$ cat config.mk
export PLATFORM = sky130hd
export DESIGN_NAME = edge_count_readout
export DESIGN_NICKNAME = d
export VERILOG_FILES = /design/src/rtl/edge_count_readout.sv
export SDC_FILE = /design/constraint.sdc
export NUM_CORES = 1
export LEC_CHECK = 0
export CORE_MARGIN = 2
export CORE_UTILIZATION = 25
export DETAILED_ROUTE_END_ITERATION = 10
export PLACE_DENSITY_LB_ADDON = 0.25
export SETUP_SLACK_MARGIN = 0.15
export SLEW_MARGIN = 20
export SYNTH_ARGS = -nofsm -noshare
export SYNTH_HDL_FRONTEND = slang
export SYNTH_SLANG_ARGS = --single-unit
$ cat constraint.sdc
create_clock -name clk -period 3.7 [get_ports clk]
set_input_delay 0.74 -clock clk [delete_from_list [all_inputs] [get_ports clk]]
set_output_delay 0.74 -clock clk [all_outputs]
set_load 0.005 [all_outputs]
$ cat src/rtl/edge_count_readout.sv
// edge_count_readout: FWFT readout FIFO for 128-bit edge-count words with overflow and drop tracking.
module edge_count_readout #(
  parameter int DATA_WIDTH = 16,
  parameter int FIFO_DEPTH = 16,
  parameter int ADDR_WIDTH = 4
) (
  input  logic                  clk,
  input  logic                  reset,
  input  logic                  write,
  input  logic [127:0]          count_in,
  input  logic                  clear,
  output logic [127:0]          m_data,
  output logic                  m_valid,
  input  logic                  m_ready,
  output logic                  fifo_empty,
  output logic                  fifo_full,
  output logic [ADDR_WIDTH:0]   level,
  output logic                  overflow,
  output logic [15:0]           drop_count
);
  localparam int LW = ADDR_WIDTH + 1;
  localparam logic [ADDR_WIDTH:0] FULL_LEVEL = LW'(FIFO_DEPTH);
  logic [127:0] mem [FIFO_DEPTH];
  logic [ADDR_WIDTH-1:0] wr_ptr, rd_ptr;
  logic [127:0] word;
  logic push, pop, drop;
  logic unused_bits;
  assign unused_bits = ^count_in[63:DATA_WIDTH];
  assign word = {count_in[127:64], {(64-DATA_WIDTH){1'b0}}, count_in[DATA_WIDTH-1:0]};
  assign fifo_empty = level == '0;
  assign fifo_full = level == FULL_LEVEL;
  assign m_valid = ~fifo_empty;
  assign m_data = mem[rd_ptr];
  assign pop = m_valid & m_ready & ~clear;
  assign push = write & ~clear & (~fifo_full | pop);
  assign drop = write & ~clear & fifo_full & ~pop;
  always_ff @(posedge clk)
    if (push) mem[wr_ptr] <= word;
  always_ff @(posedge clk or negedge reset)
    if (!reset) begin
      wr_ptr <= '0;
      rd_ptr <= '0;
      level <= '0;
      overflow <= 1'b0;
      drop_count <= '0;
    end else if (clear) begin
      wr_ptr <= '0;
      rd_ptr <= '0;
      level <= '0;
      overflow <= 1'b0;
      drop_count <= '0;
    end else begin
      if (push) wr_ptr <= wr_ptr + ADDR_WIDTH'(1);
      if (pop) rd_ptr <= rd_ptr + ADDR_WIDTH'(1);
      level <= level + LW'(push) - LW'(pop);
      if (drop) overflow <= 1'b1;
      if (drop && drop_count != 16'hFFFF) drop_count <= drop_count + 16'd1;
    end
endmodule

==> flow_summary.toml <==
[clock_tree]
clk_pin_slew_ns = 0.06
cts_max_level = 4
cts.sinks = 1310
cts-buffers-inserted = 139
tritoncts = "yes"
root_buffer = "clkbuf_16"
cts_buffer_depth = 3
clock_latency_ns = 0.77

[pwr]
p_per_area_nw_per_um2 = 613
leakagePower_nw = 21.1
ir_drop_mv = 0.401

[setup_path]
path_delay_family = "buffers and inverters"
worst-path-buf-inv = 5
worstSetupPathType = "flop to output port"
crit_path_frequent_cell = "buf_16"
critical-path-slowest-cell = "dfrtp_4"
worstPathCellList = "buf_12 > buf_16 > buf_16 > buf_4 > mux4_2 > a22oi_1 > nand2_1 > dlygate4sd2_1"
startpoint_type = "flop"
critPathMaxFanout = 8
cp.arrival_ns = 3.01
end_kind = "output port"
critPathMaxStageDelay_ns = 0.59
critPathRequiredTime_ns = 2.96

[run_status]
violations = "setup timing"
status = "complete, but fails checks"

[layout]
utilization_pct = 32.4
layout.nets = 3186
nFillCells = 19400
syn_to_final_growth_pct = 28.6
final_cell_mix = "edfxtp_1, mux2i_1, clkbuf_16"
drive_above_1_share_pct = 32.2
final_common_cell = "edfxtp_1"

[logic_synthesis]
ys_types = 50
synth_edf_count = 1280
synth_seq_area_share_pct = 76.9
synthArstFlopShare_pct = 2.29
synth_flop_cell = "edfxtp_1"
synth_top_cell_by_area = "edfxtp_1"
ys_warn_count = 0
synth.area.top_cells = "edfxtp_1, mux4_2, mux2i_1"
synth_top_area_share_pct = 75.5
avgSynthCellArea_sq_um = 19.9
syn_area_sq_um = 50900
synthCells = 2562
ys_ff_latch = 1310

[routing]
ant_nets = 0
first_iter_violations = 1804
viasPerCell = 4.55
first_pass_iters = 6
wl_mm = 144
vias = 26500
avgRoutedWirePerCell_um = 24.7
drc = 0

[sta]
drv_slew = 0
fmax_mhz = 267
worstMarginPinSlew_ns = 0.902
finalWorstSetupSlack_ns = -0.0467
min_period_ns = 3.75
hold_viol = 0
rsz0062_at_grt = "yes"
max-slew-margin-rel_pct = 39.6
clock_skew_ns = 0.0237
fin_crit_sh_pct = 101
finalSetupViolations = 2

[global_routing]
grt_pass1_vias = 26500
antenna_found_initial = 23
grt_overflow_total = 0
grtUsageTotal_pct = 13.2
grt_max_degree = 81
grt_pass1_wl_mm = 196

[floorplan]
dieArea_sq_um = 207000
die_height_um = 455
boundaryPins = 286
start_util_pct = 25.2
coreArea_sq_um = 202000
rows = 165
dieWidth_um = 455

[job]
drv_cap = 0

[placed_design]
dp.final_hpwl_mm = 72.8
io_buffer_count = 189
gp_congestion = 0.708
dp_slack_ns = 0.278

[min_path]
hold_path_class = "primary input to asynchronous set/reset pin"
-- Yosys cell counts (5+ instances only) --
master / instances
a221oi_1: 160
or4_1: 5
nand3_1: 15
nor2_1: 13
nand4_1: 7
mux4_2: 160
and4_1: 5
nor4_1: 6
o21ai_1: 32
dfrtp_1: 30
o21ai_0: 53
buf_4: 54
a21oi_1: 11
mux2i_1: 321
ha_1: 11
inv_1: 14
nor2b_1: 5
nand2_1: 85
or3_1: 5
clkbuf_1: 59
a22oi_1: 80
nor3_1: 7
o31ai_1: 5
buf_2: 76
and2_1: 17
edfxtp_1: 1280
xnor2_1: 5
a31oi_1: 9
-- kinds of logic after synthesis --
group,count (synthesis),share of synthesized area [%]
AOI/OAI and AO/OA,360,5.26
and+or+nand+nor,179,1.78
xor gates and xnor gates,8,0.138
other,1,0.00736
buffers and inverters,209,2.14
adders and majority gates,12,0.310
DFF,1310,76.9
muxes,483,13.4
-- cell type report --
type,count,area (sq um),share of cell area [%]
clock buffer,171,3780,5.77
tap,2672,3340,5.10
inverter,16,67.6,0.103
antenna,8,20.0,0.0306
timing repair buffer,484,6130,9.35
sequential,1310,39200,59.8
clock inverter,78,631,0.963
multi-input combinational,1090,12300,18.8
-- power breakdown --
| part | switching [W] | internal, W |
|---|---|---|
| registers | 0.000111 | 0.0165 |
| clock network | 0.00576 | 0.00782 |
| logic | 0.00441 | 0.00559 |
-- registers in the layout, indices dropped and copies added, names as in the netlist --
register    count
drop_count     16
level           5
mem          1280
overflow        1
rd_ptr          4
wr_ptr          4
-- routing by layer --
metal  vias to the layer above  share of wire, %  GRT usage [%]
li1                      11600                 -              -
met1                     14200                43           16.8
met2                       520                51           22.8
met3                       212               3.2           2.05
met4                        10               2.3           4.32
met5                         -             0.043              0
-- per-stage QoR --
| stage | setup TNS (ns) | total power [W] | std cells | hold slack [ns] | cell area [sq um] |
|---|---|---|---|---|---|
| 2_1_floorplan | -184.79 | 0.0211 | 2609 | 0.444 | 51100 |
| 3_3_place_gp | 0 | 0.0240 | 5393 | 0.508 | 57100 |
| 3_5_place_dp | 0 | 0.0240 | 5393 | 0.518 | 57100 |
| 4_1_cts | -17.85 | 0.0385 | 5665 | 0.460 | 62400 |
| 5_1_grt | -2.13 | 0.0417 | 5827 | 0.522 | 65500 |
| 6_report | -0.0891 | 0.0402 | 5829 | 0.486 | 65500 |
-- worst reg2reg max path, stage by stage, from the launching register on --
cell,delay (ns)
dfrtp_1,0.41
inv_1,0.10
ha_1,0.17
or4b_1,0.47
nand2_1,0.21
mux2_2,0.19
nor2_1,0.04
ha_1,0.21
fa_1,0.44
a21oi_1,0.18
nor2_1,0.07
or3_1,0.34
a21oi_1,0.15
-- path summary, 6_finish.rpt --
check | end | start | cells after the start | slack [ns]
setup reg to reg | level[4] | level[3] | 12 | 0.64
max in group asynchronous | rd_ptr[1] | reset | 1 | 2.53
hold / removal | drop_count[8] | reset | 1 | 0.49
setup / recovery | m_data[113] | rd_ptr[0] | 8 | -0.05
hold reg to reg | overflow | overflow | 2 | 0.51
min in group clk | overflow | overflow | 2 | 0.51
-- what timing repair did --
action | 4_1_cts | 5_1_grt
pin swaps | 29 | 234
hold buffers | 0 | 0
resized for setup | 173 | 509
gates cloned | 10 | 30
setup endpoints to repair | 80 | 80
buffers inserted | 13 | 126
Power figures use the tool's default switching activity.
